### config.mk
export PLATFORM = sky130hd
export DESIGN_NAME = controle_fechadura_flat
export DESIGN_NICKNAME = d
export VERILOG_FILES = /design/src/rtl/controle_fechadura_if.sv /design/src/rtl/controle_fechadura.sv /design/src/flat_wrapper.sv
export SDC_FILE = /design/constraint.sdc
export NUM_CORES = 1
export LEC_CHECK = 0
export ABC_AREA = 1
export CELL_PAD_IN_SITES_DETAIL_PLACEMENT = 1
export CELL_PAD_IN_SITES_GLOBAL_PLACEMENT = 1
export CORE_MARGIN = 4
export CORE_UTILIZATION = 45
export DETAILED_ROUTE_END_ITERATION = 16
export DONT_BUFFER_PORTS = 1
export PLACE_DENSITY_LB_ADDON = 0.3
export SLEW_MARGIN = 20
export SYNTH_ARGS = -nofsm -noshare
export SYNTH_HDL_FRONTEND = slang
export SYNTH_SLANG_ARGS = --single-unit
export TNS_END_PERCENT = 10
### constraint.sdc
create_clock -name clk -period 33.1 [get_ports clk]
set_input_delay 6.62 -clock clk [delete_from_list [all_inputs] [get_ports clk]]
set_output_delay 6.62 -clock clk [all_outputs]
set_load 0.01 [all_outputs]
### src/rtl/controle_fechadura_if.sv
// Keypad/door/setup signal bundle between the lock controller and its environment.
// data_setup_new is a flat 413-bit word (MSB first):
//   [412] bip_status, [411:406] bip_time, [405:400] tranca_aut_time,
//   [399:320] senha_master, [319:240] senha_1, [239:160] senha_2,
//   [159:80] senha_3, [79:0] senha_4.
// Each password is 20 BCD digits, digit 0 (last key pressed) in bits [3:0],
// unused digits 4'hF.
interface controle_fechadura_if;
  logic [79:0]  digitos_value;
  logic         digitos_valid;
  logic         sensor_porta;
  logic         botao_interno;
  logic [412:0] data_setup_new;
  logic         data_setup_ok;
  logic         setup_on;
  logic         tranca;
  logic         bip;
  logic         bloqueado;

  modport master (
    output digitos_value, digitos_valid, sensor_porta, botao_interno,
           data_setup_new, data_setup_ok,
    input  setup_on, tranca, bip, bloqueado
  );

  modport slave (
    input  digitos_value, digitos_valid, sensor_porta, botao_interno,
           data_setup_new, data_setup_ok,
    output setup_on, tranca, bip, bloqueado
  );
endinterface

### src/rtl/controle_fechadura.sv
// Electronic lock access controller: password check, bolt/beeper control,
// lockout after repeated failures and hand-off to the setup block.
module controle_fechadura #(
  parameter int CLK_FREQ = 1000,
  parameter int NUM_TENT = 3,
  parameter int T_BLOQ   = 30
) (
  input  logic clk,
  input  logic rst,
  controle_fechadura_if.slave bus
);

  localparam logic [2:0] TRANCADO     = 3'd0;
  localparam logic [2:0] VERIFICA     = 3'd1;
  localparam logic [2:0] DESTRANCADO  = 3'd2;
  localparam logic [2:0] PORTA_ABERTA = 3'd3;
  localparam logic [2:0] BLOQUEIO     = 3'd4;
  localparam logic [2:0] SETUP        = 3'd5;

  localparam logic [79:0] ALL_F      = '1;
  localparam logic [79:0] MASTER_DEF = 80'hFFFF_FFFF_FFFF_FFFF_1234;
  localparam int          PW         = (CLK_FREQ > 1) ? $clog2(CLK_FREQ) : 1;
  localparam logic [PW-1:0] PRESC_MAX = PW'(CLK_FREQ - 1);

  logic [2:0]       r_state;
  logic [79:0]      r_entrada;
  logic [7:0]       r_tent;
  logic [PW-1:0]    r_presc;
  logic [5:0]       r_seg;
  logic             r_cfg_bip_status;
  logic [5:0]       r_cfg_bip_time;
  logic [5:0]       r_cfg_aut_time;
  logic [79:0]      r_cfg_master;
  logic [3:0][79:0] r_cfg_user;
  logic             r_tranca;
  logic             r_setup_on;
  logic             r_bip;
  logic             r_bloqueado;

  logic [2:0]       w_next;
  logic [7:0]       w_tent_next;
  logic             w_latch;
  logic             w_commit;
  logic             w_tick;
  logic [5:0]       w_seg_inc;
  logic [5:0]       w_seg_next;
  logic [PW-1:0]    w_presc_next;
  logic             w_master_match;
  logic             w_user_match;
  logic             w_tent_full;

  // The seconds counter advances on the last prescaler cycle and saturates at 63.
  assign w_tick      = (r_presc == PRESC_MAX);
  assign w_seg_inc   = (r_seg == 6'd63) ? r_seg : r_seg + 6'd1;
  assign w_tent_full = ((r_tent + 8'd1) == 8'(NUM_TENT));

  // A slot only matches when it holds a real password (not all F).
  assign w_master_match = (r_cfg_master != ALL_F) && (r_entrada == r_cfg_master);

  // Compare the latched entry against every usable user slot.
  always_comb begin
    w_user_match = 1'b0;
    for (int i = 0; i < 4; i++) begin
      if ((r_cfg_user[i] != ALL_F) && (r_entrada == r_cfg_user[i])) begin
        w_user_match = 1'b1;
      end
    end
  end

  // Next-state, attempt counter, entry latch and commit decisions.
  always_comb begin
    w_next      = r_state;
    w_tent_next = r_tent;
    w_latch     = 1'b0;
    w_commit    = 1'b0;
    case (r_state)
      TRANCADO: begin
        if (bus.botao_interno) begin
          w_next      = DESTRANCADO;
          w_tent_next = 8'd0;
        end else if (bus.digitos_valid && (bus.digitos_value != ALL_F)) begin
          w_latch = 1'b1;
          w_next  = VERIFICA;
        end
      end
      VERIFICA: begin
        if (w_master_match && bus.sensor_porta) begin
          w_next      = SETUP;
          w_tent_next = 8'd0;
        end else if (w_user_match || w_master_match) begin
          w_next      = DESTRANCADO;
          w_tent_next = 8'd0;
        end else begin
          w_tent_next = r_tent + 8'd1;
          w_next      = w_tent_full ? BLOQUEIO : TRANCADO;
        end
      end
      DESTRANCADO: begin
        if (!bus.sensor_porta) begin
          w_next = PORTA_ABERTA;
        end else if (w_tick && (w_seg_inc == r_cfg_aut_time)) begin
          w_next = TRANCADO;
        end
      end
      PORTA_ABERTA: begin
        if (bus.sensor_porta) begin
          w_next = DESTRANCADO;
        end
      end
      BLOQUEIO: begin
        if (bus.botao_interno) begin
          w_next      = DESTRANCADO;
          w_tent_next = 8'd0;
        end else if (w_tick && (w_seg_inc == 6'(T_BLOQ))) begin
          w_next      = TRANCADO;
          w_tent_next = 8'd0;
        end
      end
      SETUP: begin
        if (bus.data_setup_ok) begin
          w_commit = 1'b1;
          w_next   = TRANCADO;
        end
      end
      default: begin
        w_next = TRANCADO;
      end
    endcase
  end

  // Elapsed-time counters restart from zero on every state change.
  always_comb begin
    w_presc_next = r_presc + PW'(1);
    w_seg_next   = r_seg;
    if (w_next != r_state) begin
      w_presc_next = '0;
      w_seg_next   = 6'd0;
    end else if (w_tick) begin
      w_presc_next = '0;
      w_seg_next   = w_seg_inc;
    end
  end

  // State, counters and Moore outputs registered together from the next-state view.
  always_ff @(posedge clk or posedge rst) begin
    if (rst) begin
      r_state     <= TRANCADO;
      r_tent      <= 8'd0;
      r_presc     <= '0;
      r_seg       <= 6'd0;
      r_entrada   <= ALL_F;
      r_tranca    <= 1'b1;
      r_setup_on  <= 1'b0;
      r_bip       <= 1'b0;
      r_bloqueado <= 1'b0;
    end else begin
      r_state     <= w_next;
      r_tent      <= w_tent_next;
      r_presc     <= w_presc_next;
      r_seg       <= w_seg_next;
      if (w_latch) begin
        r_entrada <= bus.digitos_value;
      end
      r_tranca    <= !((w_next == DESTRANCADO) || (w_next == PORTA_ABERTA));
      r_setup_on  <= (w_next == SETUP);
      r_bloqueado <= (w_next == BLOQUEIO);
      r_bip       <= (w_next == PORTA_ABERTA) && r_cfg_bip_status &&
                     (w_seg_next >= r_cfg_bip_time);
    end
  end

  // Active configuration: factory defaults on reset, replaced only on a setup commit.
  always_ff @(posedge clk or posedge rst) begin
    if (rst) begin
      r_cfg_bip_status <= 1'b1;
      r_cfg_bip_time   <= 6'd5;
      r_cfg_aut_time   <= 6'd5;
      r_cfg_master     <= MASTER_DEF;
      r_cfg_user       <= {4{ALL_F}};
    end else if (w_commit) begin
      r_cfg_bip_status <= bus.data_setup_new[412];
      r_cfg_bip_time   <= bus.data_setup_new[411:406];
      r_cfg_aut_time   <= bus.data_setup_new[405:400];
      r_cfg_master     <= bus.data_setup_new[399:320];
      r_cfg_user[0]    <= bus.data_setup_new[319:240];
      r_cfg_user[1]    <= bus.data_setup_new[239:160];
      r_cfg_user[2]    <= bus.data_setup_new[159:80];
      r_cfg_user[3]    <= bus.data_setup_new[79:0];
    end
  end

  assign bus.tranca    = r_tranca;
  assign bus.setup_on  = r_setup_on;
  assign bus.bip       = r_bip;
  assign bus.bloqueado = r_bloqueado;

endmodule
### src/flat_wrapper.sv
// flat-port wrapper written by rule: the top's interface ports become plain ports
module controle_fechadura_flat 
#(
  parameter int CLK_FREQ = 1000,
  parameter int NUM_TENT = 3,
  parameter int T_BLOQ   = 30
)
  (clk, rst, bus_digitos_value, bus_digitos_valid, bus_sensor_porta, bus_botao_interno, bus_data_setup_new, bus_data_setup_ok, bus_setup_on, bus_tranca, bus_bip, bus_bloqueado);
  controle_fechadura_if bus_i ();
  input  logic clk;
  input  logic rst;
  input wire logic [$bits(bus_i.digitos_value)-1:0] bus_digitos_value;
  input wire logic [$bits(bus_i.digitos_valid)-1:0] bus_digitos_valid;
  input wire logic [$bits(bus_i.sensor_porta)-1:0] bus_sensor_porta;
  input wire logic [$bits(bus_i.botao_interno)-1:0] bus_botao_interno;
  input wire logic [$bits(bus_i.data_setup_new)-1:0] bus_data_setup_new;
  input wire logic [$bits(bus_i.data_setup_ok)-1:0] bus_data_setup_ok;
  output wire logic [$bits(bus_i.setup_on)-1:0] bus_setup_on;
  output wire logic [$bits(bus_i.tranca)-1:0] bus_tranca;
  output wire logic [$bits(bus_i.bip)-1:0] bus_bip;
  output wire logic [$bits(bus_i.bloqueado)-1:0] bus_bloqueado;
  assign bus_i.digitos_value = bus_digitos_value;
  assign bus_i.digitos_valid = bus_digitos_valid;
  assign bus_i.sensor_porta = bus_sensor_porta;
  assign bus_i.botao_interno = bus_botao_interno;
  assign bus_i.data_setup_new = bus_data_setup_new;
  assign bus_i.data_setup_ok = bus_data_setup_ok;
  assign bus_setup_on = bus_i.setup_on;
  assign bus_tranca = bus_i.tranca;
  assign bus_bip = bus_i.bip;
  assign bus_bloqueado = bus_i.bloqueado;
  controle_fechadura #(.CLK_FREQ(CLK_FREQ), .NUM_TENT(NUM_TENT), .T_BLOQ(T_BLOQ)) u_core (.clk(clk), .rst(rst), .bus(bus_i));
endmodule
# After elaboration in Yosys (flattened, before gate mapping)
# Index checks and enable logic that the tools add are counted.
# Widths: inputs -> output; s select.
# word_totals
latch_bits,0
register_bits,524
inputBits,499
output_inout_bits,4
romBits,0
ram_bits,0
n_memories,0
# op_classes
magnitude_cmp,1
shift,0
n_mul,0
reduce_logical,17
n_div,0
n_eq_ne,28
muxes,32
bitwise,0
n_addsub,3
# ops
op,n
$ne 80x80->1 const B,6
$eq 80x80->1,5
$mux 8,5
$mux 3,11
$pmux 8 s3,1
$mux 10,2
$mux 6,3
$pmux 3 s6,1
$eq 3x2->1 const B,4
$eq 3x3->1 const B,4
$logic_and 1x1->1,11
$add 10x1->10 const B,1
$eq 10x10->1 const B,1
$mux 1,9
$add 8x1->8 const B,1
$eq 8x2->1 const B,1
$add 6x1->6 const B,1
$eq 6x5->1 const B,1
$eq 6x6->1,1
$eq 6x6->1 const B,1
$ge 6x6->1,1
$eq 3x1->1 const B,1
$logic_not 3->1,1
$ne 3x2->1 const B,1
6 further kinds,7

# Depth between registers and ports, before layout
# Gate-level depths: netlist (run 1).
# depth
word_depth,14
ltp_mapped,28
ltp_nobuf,27

# Least setup slack after synthesis (run 1)
# Ideal clock, no wire load.
# synth_path
path_type,input to register
startpoint,input bus_digitos_value[7]
endpoint,register u_core.r_bip (netlist: u_core.bus.bip)
t_arrival_ps,9289
n_path_buf,1
t_required_ps,32980
path_slack_ps,23691
path_stages,20
path_cell_list,nand4_1 or2_1 nor2_1 nand3_1 o21ai_4 nand2_1 nor2_2 nand3_1 nand2_2 nand2_4 buf_6 nor3_2 ha_1 a21boi_0 o21a_1 o21a_1 o21a_1 o21a_1 o211ai_1 inv_1
# synth_between
elab_chain_len,9
word_cells_on_any_way,11
cone_classes,1 x order compare; 3 x eq/ne; 4 x mux; 3 x reduce/logical
# synth_rtl
item,line_no,rtl
start: declaration,flat_wrapper.sv:12,input wire logic [$bits(bus_i.digitos_value)-1:0] bus_digitos_value;
$ne 80x80->1,controle_fechadura.sv:81,end else if (bus.digitos_valid && (bus.digitos_value != ALL_F)) begin
$logic_and 1x1->1,controle_fechadura.sv:81,
$mux 3,controle_fechadura.sv:81,
$mux 3,controle_fechadura.sv:78,if (bus.botao_interno) begin
$pmux 3 s6,controle_fechadura.sv:76,case (r_state)
$ne 3x3->1,controle_fechadura.sv:135,if (w_next != r_state) begin
$mux 6,controle_fechadura.sv:135,
named net u_core.w_seg_next[1],controle_fechadura.sv:46,logic [5:0] w_seg_next;
$ge 6x6->1,controle_fechadura.sv:168,(w_seg_next >= r_cfg_bip_time);
$logic_and 1x1->1,controle_fechadura.sv:167,r_bip <= (w_next == PORTA_ABERTA) && r_cfg_bip_status &&
end signal: assignment,controle_fechadura.sv:167,
end: declaration,controle_fechadura.sv:37,logic r_bip;
# The timed path passes the listed nets, and every way through them passes these cells.
# A chain may end at the register's enable or synchronous reset.

# Worst setup path in the final report (run 1)
# layout_path
startpoint,input bus_data_setup_ok
endpoint,register u_core.r_cfg_master[52]
# layout_between
elab_chain_len,2
# layout_rtl
item,line_no,rtl
start: declaration,flat_wrapper.sv:17,input wire logic [$bits(bus_i.data_setup_ok)-1:0] bus_data_setup_ok;
$mux 1,controle_fechadura.sv:120,if (bus.data_setup_ok) begin
$mux 1,controle_fechadura.sv:76,
end signal: assignment,controle_fechadura.sv:184,r_cfg_master <= bus.data_setup_new[399:320];
end: declaration,controle_fechadura.sv:33,logic [79:0] r_cfg_master;
# No other way between the ends.

==> qor.yml, run 1 <==
layout_setup_ws_ns: 22.25
synth_warnings: 0
htreeDepth: 2
power_density_mw_per_mm2: 74.3
peakVddDrop_mv: 0.0456
syn_area_mm2: 0.0294
netSwitchingFraction_pct: 40.1
hold_slack_ns: 0.494
tightest_slew_ns: 0.993
cp.required_ns: 33.66
cts_hold_buf: 0
grt_first_pass_wirelength_um: 173000
fp.coreArea_mm2: 0.0646
die_w_um: 264
drtPass1Iterations: 5
hpwl_um: 96900
worstSetupPathType: "input pin to register"
clk_path_buf_depth: 3
grt_pass1_vias: 25000
grt.total_usage_pct: 33.6
arrival_ns: 11.41
syn_avg_cell_area_um2: 8.77
slowest_delay_ns: 0.89
p_int_uw: 1420
synth.distinct_cells: 48
routed_wl_um: 120000
wl_per_cell_um: 28.7
comb_power_share_pct: 28.9
cts_resized: 0
initial_core_util_pct: 45.5
postRouteAntennaNets: 0
overflow: 0
cp_max_fo: 85
ys_ff_latch: 524
fin_util_pct: 49.2
finalHoldViolCount: 0
synth_edf_count: 0
drv_slew: 0
clock_skew_ns: 0.0266
antenna_found_initial: 46
cts_tree: "yes"
globalplace.congestion: 0.956
hp-start: "u_core.r_cfg_bip_time[2]"
fin_nets: 3776
worstSetupStartpoint: "bus_data_setup_ok"
fp-row-count: 93
fin_tns_setup_ns: 0
fin_crit_sh_pct: 32.8
ios: 503
crit_path_start_kind: "input pin"
chipHeight_um: 264
p_switching_uw: 947
drtIter0Drc: 1896
place_ws_ns: 21.75
vias_per_cell: 5.57
worstSkewPairLatency_ns: 0.64
relSlewSlack_pct: 33.8
ys_async_sr_fraction_pct: 100
setup_viol: 0
slowest_stage: "buf_4"
status: "completed"
cpMostUsedCell: "buf_4"
vias: 23400
maxCapViolCount: 0
cts.sinks: 524
synthCells: 3348
dieArea_mm2: 0.0694
grt_max_degree: 165
cts_setup_buffers: 0
rsz0062_at_grt: "no"
period_needed_ns: 10.85
drive_gt1_share_pct: 28.6
timing.rr.start: "u_core.r_state[0]"
synthToLayoutAreaGrowth_pct: 8.22
p_leak_uw: 0.0146
hold_path.class: "register to register"
port_buffers: 0
drc: 0
synth_ff_type: "dfstp_2"
nFillCells: 7524
synth_nets: 3857
clkPwrFrac_pct: 29.3
p_seq_share_pct: 41.7
synth_seq_area_share_pct: 46.7
cp-end-kind: "register"
cts_buffers: 61
cts_root_buf: "clkbuf_16"
max_clock_freq_ghz: 0.0922
clkSlewWorstSetupHoldPaths_ns: 0.06
crit_chain: "nand3_4 > buf_4 > buf_4 > buf_4 > buf_4 > mux2_2"
-- Yosys cell counts, types with 6 or more instances --
library cell	count	area (um^2)
nand4_1	84	526
dfstp_2	475	12500
inv_2	38	143
nor3_2	10	100
o31ai_1	8	60.1
a21oi_1	146	731
nor2_1	453	1700
inv_1	229	860
nand2_2	6	37.5
ha_1	10	125
nand3_1	42	210
buf_2	19	95.1
xnor2_1	208	1820
buf_6	18	203
o21ai_0	87	435
clkbuf_1	72	270
nand2_1	870	3270
nor3_1	22	110
dfrtp_1	49	1230
buf_4	43	323
nor2_2	7	43.8
mux2_2	281	3160
xor2_1	115	1010
-- worst max-delay path, delay by kind of cell --
kind | cells | cell delay (ns)
mux | 1 | 0.42
simple gates | 1 | 0.66
buf+inv | 4 | 3.38
-- cell families after synthesis --
logic type / count (synthesis) / share of synthesized area [%]
AOI/OAI and AO/OA: 259 / 4.65
xor gates and xnor gates: 323 / 9.63
adders and majority gates: 10 / 0.426
buffers and inverters: 426 / 6.55
DFF: 524 / 46.7
muxes: 281 / 10.8
and+or+nand+nor: 1525 / 21.3
-- final timing paths --
kind                                            end  slack (ns)  depth (start not counted)
hold / removal             u_core.r_cfg_bip_time[2]        0.49                          2
min in group asynchronous    u_core.r_cfg_user[195]        6.34                          1
hold reg to reg            u_core.r_cfg_bip_time[2]        0.49                          2
setup reg to reg            u_core.r_cfg_master[52]       27.63                          8
setup / recovery            u_core.r_cfg_master[52]       22.25                          6
max in group asynchronous           u_core.r_seg[4]       24.86                          3
-- placed cells by master, fill, tap and decap left out, types with 4 or more instances in the layout --
cell type  instances
xnor2_1          208
o21a_1             5
and2_1             5
dfstp_2          475
nor3_2            10
nor2_1           453
nand3_2            4
nand4_1           84
clkbuf_8          13
a21oi_1          146
nand2_1          870
xor2_1           115
buf_4             11
dfrtp_1           49
or2_2              4
clkbuf_1          17
nand3_1           41
o21ai_1            4
o31ai_1            8
clkbuf_16         64
mux2_2           281
clkinv_2          11
diode_2           30
ha_1              10
o21ai_0           87
or2_1              4
bufinv_16          4
nor3_1            22
inv_2             37
nand2_2            6
inv_1            228
nor2_2             7
-- cell type report --
type	count	area, um^2	share of cell area (%)
Clock buffer	94	1840	5.80
Antenna cell	30	75.1	0.236
Clock inverter	17	198	0.622
Multi-Input combinational cell	2398	13800	43.3
Sequential cell	524	13700	43.1
Timing Repair Buffer	13	114	0.358
Inverter	269	1030	3.23
Tap cell	855	1070	3.37
-- flip-flops by register name (all words and copies together), names as in the netlist, 6 cells and up --
| name | flops |
|---|---|
| u_core.r_cfg_aut_time | 6 |
| u_core.r_cfg_master | 80 |
| u_core.r_seg | 6 |
| u_core.r_cfg_user | 320 |
| u_core.r_entrada | 80 |
| u_core.r_tent | 8 |
| u_core.r_presc | 10 |
| u_core.r_cfg_bip_time | 6 |
-- layer usage --
layer  vias up  track usage [%]  wire length, um
met4        28             11.0             3890
met2       805             56.1            58000
met3       193             7.20             8710
li1      10500                -                -
met1     11900             43.6            49500
met5         -                0              183
-- power by group through the flow --
stage	logic, uW	clock network (uW)	registers, uW
floorplan	564	0	806
global placement	655	0	983
detailed placement	670	0	988
CTS	677	704	981
global route	733	732	992
finish	684	693	986
-- per-stage QoR --
step,area (um^2),total power (uW),cells
after floorplan,29400,1370,3348
after global placement,29700,1640,4059
after detailed placement,29700,1660,4059
after CTS,31700,2360,4170
after global routing,31800,2460,4188
final,31800,2360,4200
(Power assumes the default switching activity.)
==> run 2, diff against run 1 <==
clock period = 10.4 ns   (was 33.1 ns; I/O delays follow)
==> run 2 against run 1 <==
Flip-flop and latch count unchanged. Sequential power increased to 3.2 times the previous value. Clock power increased to 3.1 times the previous value. Worst hold slack improved by 0.0012 ns. Utilization decreased by 0.11 points. Power increased to 3.2 times the previous value. Cell area decreased by 0.22%. Count of clock-buffer cells in the layout decreased by 4. Global-route usage decreased by 0.38 points. Cell count decreased by 0.21%. Die area unchanged. Critical path depth increased by 14. Critical path type unchanged. Largest cell class unchanged. Largest power group unchanged.
==> qor.yml, run 2 (synthesis gave the netlist of run 1 again) <==
ios: 503  # unchanged
cts_resized: 0  # unchanged
final_cell_mix: "nand2_1, dfstp_2, nor2_1, mux2_2, inv_1"
hold_path.class: "register to register"
power_density_mw_per_mm2: 237  # +220%
clkPwrFrac_pct: 28.8  # -0.5 points
overflow: 0  # unchanged
slowest_delay_ns: 0.57  # -0.32 ns
grt.total_usage_pct: 33.2  # -0.38 points
setup_viol: 0  # unchanged
seqCellArea_mm2: 0.0137  # unchanged
grt_use_met2_pct: 55.7  # -0.39 points
die_w_um: 264  # unchanged
arrival_ns: 6.50  # -4.91 ns
max_clock_freq_ghz: 0.167
fp-row-count: 93  # unchanged
comb_power_share_pct: 29.3  # +0.4 points
cts.sinks: 524  # unchanged
netSwitchingFraction_pct: 40.4  # +0.31 points
reg2reg_depth: 23  # +15
cp-end-kind: "register"
drv_slew: 0  # unchanged
met3_usage_pct: 6.75  # -0.45 points
fin_util_pct: 49.1  # -0.11 points
maxCapViolCount: 0  # unchanged
rsz0062_at_grt: "no"
vias_per_cell: 5.59  # +0.45%
top_register: "u_core.r_cfg_user"
grt_pass1_vias: 24700  # -1.2%
drtPass1Iterations: 5  # unchanged
vias: 23400  # +0.23%
largest_register_ffs: 320  # unchanged
fin_tns_setup_ns: 0  # unchanged
fp.coreArea_mm2: 0.0646  # unchanged
htreeDepth: 2  # unchanged
p_seq_share_pct: 41.9  # +0.2 points
relSlewSlack_pct: 16.7  # -17 points
timing.rr.start: "u_core.r_entrada[40]"
p_leak_uw: 0.0146  # -0.29%
port_buffers: 0  # unchanged
cts_setup_buffers: 0  # unchanged
hold_path_depth: 2  # unchanged
use_met1_pct: 42.9  # -0.77 points
wl_per_cell_um: 28.6  # -0.32%
placed_area_mm2: 0.0297  # about the same
antenna_found_initial: 49  # +6.5%
finalHoldViolCount: 0  # unchanged
cts_tree: "yes"
crit_buf_inv: 2  # -2
path_delay_family: "simple AND/OR/NAND/NOR gates"
grt_max_degree: 207  # +25%
fin_nets: 3771  # -0.13%
slowest_stage: "nor3b_1"
chipHeight_um: 264  # unchanged
timing.rr.end: "u_core.bus.bip"
cts_hold_buf: 0  # unchanged
cts_root_buf: "clkbuf_16"
crit_chain: "nand4_1 > nor2_1 > nor3b_1 > nand3_1 > o21ai_4 > buf_4 > nand2_1 > nor2_2 > nand3_1 > nand2_2 > nand2_4 > nor3_2 > ha_1 > a21boi_0 > o21a_1 > o21a_1 > o21a_1 > o21a_1 > o211ai_1 > inv_1"
initial_core_util_pct: 45.5  # unchanged
top_regs: "u_core.r_cfg_user x320, u_core.r_cfg_master x80, u_core.r_entrada x80"
clock_skew_ns: 0.0164  # -0.0103 ns
stdcell_area_mm2: 0.0317  # -0.22%
clkSlewWorstSetupHoldPaths_ns: 0.06  # about the same
p_int_uw: 4470  # +220%
cts_buffers: 58  # -4.9%
synthToLayoutAreaGrowth_pct: 7.98
hp-start: "u_core.r_cfg_user[225]"
worstSetupPathType: "input pin to register"
routed_wl_um: 120000  # -0.54%
worstSkewPairLatency_ns: 0.62  # -0.02 ns
hold_end: "u_core.r_cfg_user[225]"
tightest_slew_ns: 1.25  # +0.257 ns
drtIter0Drc: 1792  # -5.5%
status: "completed"
cpMostUsedCell: "o21a_1"
cp.required_ns: 10.90  # -22.76 ns
crit_path_start_kind: "input pin"
cp.depth: 20  # +14
drive_gt1_share_pct: 28.4  # -0.19 points
finalPower_uw: 7510  # +220%
hold_slack_ns: 0.495  # +0.00117 ns
final_common_cell: "nand2_1"
nFillCells: 7569  # +0.60%
hpwl_um: 96100  # -0.89%
dieArea_mm2: 0.0694  # unchanged
rrSetupSlack_ns: 5.90  # -21.73 ns
peakVddDrop_mv: 0.133  # +190%
p_switching_uw: 3030  # +220%
postRouteAntennaNets: 0  # unchanged
grt_most_used_layer: "met2"
cp_max_fo: 26  # -69%
period_needed_ns: 6.00
drc: 0  # unchanged
grt_first_pass_wirelength_um: 170000  # -1.5%
multi_input_area_mm2: 0.0138  # unchanged
clk_path_buf_depth: 3  # unchanged
globalplace.congestion: 0.971  # +1.6%
fin_crit_sh_pct: 57.7
-- run 2: cell types whose count changed in the layout (fill, tap and decap cells not counted), sizes merged --
cell / previous run / this run
buf: 13 / 11
bufinv: 4 / 5
clkbuf: 94 / 90
clkinv: 11 / 9
diode: 30 / 31
inv: 270 / 267
-- run 2: worst max-delay path by stage --
stage	startpoint	end	slack, ns
4_1_cts	bus_digitos_value[39]	u_core.bus.bip	4.45
5_1_grt	bus_digitos_value[39]	u_core.bus.bip	4.16
3_3_place_gp	bus_digitos_value[39]	u_core.bus.bip	3.99
3_5_place_dp	bus_digitos_value[39]	u_core.bus.bip	3.85
6_report	bus_digitos_value[39]	u_core.bus.bip	4.40
2_1_floorplan	rst	u_core.bus.bip	1.59
-- run 2: through the flow --
stage | setup WS, ns | std cells
floorplan | 1.59 | 3348
global placement | 3.99 | 4057
detailed placement | 3.85 | 4057
CTS | 4.45 | 4160
global route | 4.16 | 4180
finish | 4.40 | 4191
-- run 2: worst register-to-register path: cells and delay by family (launching register included) --
family / cells / cell delay, ns
simple gates: 13 / 2.10
xor+xnor: 1 / 0.31
fa+ha+maj: 1 / 0.29
flops: 1 / 0.70
buf+inv: 2 / 0.10
compound gates: 6 / 0.88
-- run 2: final cells by class --
| class | count | area share [%] |
|---|---|---|
| antenna | 31 | 0.245 |
| clock buffer | 90 | 5.57 |
| clock inverter | 13 | 0.600 |
| inverter | 269 | 3.22 |
| multi-input combinational | 2398 | 43.4 |
| sequential | 524 | 43.2 |
| tap | 855 | 3.37 |
| timing repair buffer | 11 | 0.418 |
-- run 2: power by group through the flow --
stage / clock network (uW) / logic [uW] / registers [uW]
6_report: 2160 / 2200 / 3140
5_1_grt: 2280 / 2350 / 3160
4_1_cts: 2190 / 2180 / 3120
3_5_place_dp: 0 / 2160 / 3150
3_3_place_gp: 0 / 2110 / 3130
2_1_floorplan: 0 / 1790 / 2570
-- run 2: layer usage --
layer / wire length (um) / vias to the layer above
met5: 206 / -
met4: 4280 / 32
met3: 7810 / 217
met2: 57800 / 761
met1: 49600 / 12000
li1: - / 10400
==> run 3, diff against run 2 <==
ABC_AREA = 0   (was 1)
clock period = 4.8 ns   (was 10.4 ns; I/O delays follow)
==> run 3 against run 2 <==
Cell area shrank 6.9%. Utilization up 1.7 points. Sequential power grew 42%.
==> qor.yml, run 3 <==
slowest_stage: "dfstp_2"
synth_edf_count: 0  # unchanged
fin_crit_sh_pct: 93.4
synth.distinct_cells: 55  # +15%
dieArea_mm2: 0.0630  # -9.2%
final_cell_mix: "mux2_2, dfstp_2, xnor2_1, nand4_1, nor4_1"
vias_per_cell: 6.39  # +14%
chipHeight_um: 251  # -4.7%
antenna_found_initial: 42  # -14%
period_needed_ns: 4.48
rsz0062_at_grt: "no"
postRouteAntennaNets: 0  # unchanged
finalHoldViolCount: 0  # unchanged
cts_tree: "yes"
clkSlewWorstSetupHoldPaths_ns: 0.07  # about the same
p_leak_uw: 0.0113  # -22%
synthCells: 2068  # -38%
timing.rr.start: "u_core.r_entrada[45]"
p_seq_share_pct: 47.5  # +5.6 points
globalplace.congestion: 0.973  # +0.14%
multi_input_area_mm2: 0.0123  # -11%
comb_power_share_pct: 1.3  # -28 points
final_common_cell: "mux2_2"
peakVddDrop_mv: 0.343  # +160%
timing.rr.end: "u_core.bus.bip"
drtIter0Drc: 1635  # -8.8%
synth_ff_type: "dfstp_2"
synth_seq_area_share_pct: 51.5  # +4.9 points
fin_util_pct: 50.8  # +1.7 points
grt_first_pass_wirelength_um: 155000  # -8.9%
finalPower_uw: 9350  # +25%
reg2reg_depth: 17  # -26%
top_register: "u_core.r_cfg_user"
port_buffers: 0  # unchanged
synth_most_common_cell: "mux2_2"
synth_nets: 2577  # -33%
netlist_top_cells_count: "mux2_2, dfstp_2, xnor2_1, nand4_1, clkbuf_1"
cts_buffers: 58  # unchanged
grt_max_degree: 186  # -10%
tightest_slew_ns: 1.10  # -0.148 ns
maxCapViolCount: 0  # unchanged
cts.sinks: 524  # unchanged
hold_slack_ns: 0.318  # -0.177 ns
syn_avg_cell_area_um2: 12.9  # +47%
die_w_um: 251  # -4.7%
ys_async_sr_fraction_pct: 100  # unchanged
instances_no_fill: 2862  # -32%
syn_area_mm2: 0.0266  # -9.5%
arrival_ns: 4.99  # -1.51 ns
crit_chain: "xnor2_1 > nand4_1 > nor4_1 > nand3_1 > nor2_1 > nor2_1 > a211oi_1 > nand3_1 > ha_1 > nand2b_1 > a21o_1 > a21o_1 > a21o_1 > a21oi_1 > nor2b_1 > o211ai_1 > a21oi_1"
routed_wl_um: 113000  # -6.0%
worstSkewPairLatency_ns: 0.64  # +0.02 ns
drive_gt1_share_pct: 54.6  # +26 points
yosysTopAreaCellShare_pct: 46.9  # +4.4 points
vias: 18300  # -22%
setup_viol: 0  # unchanged
grt_pass1_vias: 19700  # -20%
cts_root_buf: "clkbuf_16"
synth_top_area_cell: "dfstp_2"
crit_path_start_kind: "register"
synthToLayoutAreaGrowth_pct: 11.0
largest_register_ffs: 320  # unchanged
initial_core_util_pct: 45.7  # +0.25 points
rrSetupSlack_ns: 0.32  # -5.58 ns
worstSetupPathType: "register to register"
clk_path_buf_depth: 3  # unchanged
slowest_delay_ns: 0.90  # +0.33 ns
p_switching_uw: 2050  # -32%
ys_ff_latch: 524  # unchanged
relSlewSlack_pct: 26.5  # +9.8 points
fin_nets: 2537  # -33%
grt.total_usage_pct: 34.8  # +1.6 points
top_regs: "u_core.r_cfg_user x320, u_core.r_cfg_master x80, u_core.r_entrada x80"
ios: 503  # unchanged
cp_max_fo: 6  # -77%
hold_path.class: "input pin to async pin"
netSwitchingFraction_pct: 21.9  # -18 points
cts_hold_buf: 0  # unchanged
fp-row-count: 88  # -5.4%
wl_per_cell_um: 39.3  # +38%
cp-end-kind: "register"
status: "completed"
cpMostUsedCell: "a21o_1"
place_ws_ns: 0.151  # -3.70 ns
htreeDepth: 2  # unchanged
cts_setup_buffers: 0  # unchanged
drv_slew: 0  # unchanged
p_int_uw: 7300  # +63%
fp.coreArea_mm2: 0.0581  # -10%
power_density_mw_per_mm2: 317  # +34%
placed_cells: 2732  # -33%
layout_setup_ws_ns: 0.317  # -4.09 ns
synth_warnings: 0  # unchanged
clkPwrFrac_pct: 51.1  # +22 points
cp.required_ns: 5.31  # -5.59 ns
clock_skew_ns: 0.0270  # +0.0106 ns
ys_top_cells_by_area: "dfstp_2, mux2_2, xnor2_1"
cts_resized: 0  # unchanged
overflow: 0  # unchanged
drc: 0  # unchanged
hpwl_um: 84000  # -13%
nFillCells: 5761  # -24%
max_clock_freq_ghz: 0.223
seqCellArea_mm2: 0.0137  # unchanged
drtPass1Iterations: 5  # unchanged
==> run 3: changes by cell type after synthesis, moves of 42 or more <==
cell and change:
a21oi_1 -138, buf_4 -42, clkbuf_1 +62, inv_1 -216
mux2_2 +213, nand2_1 -845, nand4_1 +140, nor2_1 -434
nor4_1 +62, o21ai_0 -80, xnor2_1 +204, xor2_1 -107
==> run 3: per-layer routing <==
layer / global-route usage [%] / vias up / wire length, um
met1: 42.5 / 9559 / 41900
met4: 16.5 / 32 / 5900
met2: 54.7 / 1007 / 51900
met5: 0 / - / 193
met3: 13.1 / 311 / 12700
li1: - / 7389 / -
==> run 3: critical path, delay by kind of cell, from the launching register on <==
kind | cells | cell delay (ns)
AO/OA/AOI/OAI | 7 | 1.28
AND/OR/NAND/NOR | 8 | 1.68
flip-flops | 1 | 0.90
XOR/XNOR | 1 | 0.18
adder cells (fa/ha/maj) | 1 | 0.30
==> run 3: metrics by stage <==
| step | TNS [ns] | area [um^2] |
|---|---|---|
| after floorplan | -623.58 | 26600 |
| after global placement | 0 | 27400 |
| after detailed placement | 0 | 27400 |
| after CTS | 0 | 29400 |
| after global routing | 0 | 29500 |
| final | 0 | 29500 |
==> run 3: worst max-delay path by stage <==
stage	startpoint	end	slack, ns	cells after the start
2_1_floorplan	rst	u_core.bus.bip	-2.89	1
3_3_place_gp	bus_digitos_value[34]	u_core.bus.bip	0.14	18
3_5_place_dp	bus_digitos_value[34]	u_core.bus.bip	0.15	18
4_1_cts	u_core.r_entrada[25]	u_core.bus.bip	0.45	17
5_1_grt	u_core.r_seg[0]	u_core.bus.bip	0.15	18
6_report	u_core.r_entrada[45]	u_core.bus.bip	0.32	17
==> run 3: logic make-up (layout without fill, tap and decap cells) <==
family	count (synthesis)	count (layout)	share of synthesized area, %
AO/OA/AOI/OAI	56	56	1.61
XOR/XNOR	420	420	13.8
adder cells (fa/ha/maj)	10	10	0.471
buffers and inverters	155	162	2.30
flip-flops	524	524	51.5
multiplexers	497	497	21.0
other	0	22	0
AND/OR/NAND/NOR	406	406	9.21
==> run 3: final cells by class <==
cell class / count / area share [%]
tap: 765 / 3.24
inverter: 13 / 0.178
clock buffer: 77 / 5.68
clock inverter: 30 / 1.28
timing repair buffer: 42 / 1.35
multi-input combinational: 1389 / 41.7
sequential: 524 / 46.4
antenna: 22 / 0.186
==> run 3: power groups by stage <==
stage	Combinational (uW)	Clock, uW	Sequential, uW
after floorplan	82.4	0	4500
after global placement	127	0	4510
after detailed placement	131	0	4510
after CTS	131	4850	4450
after global routing	145	5050	4440
final	126	4780	4450
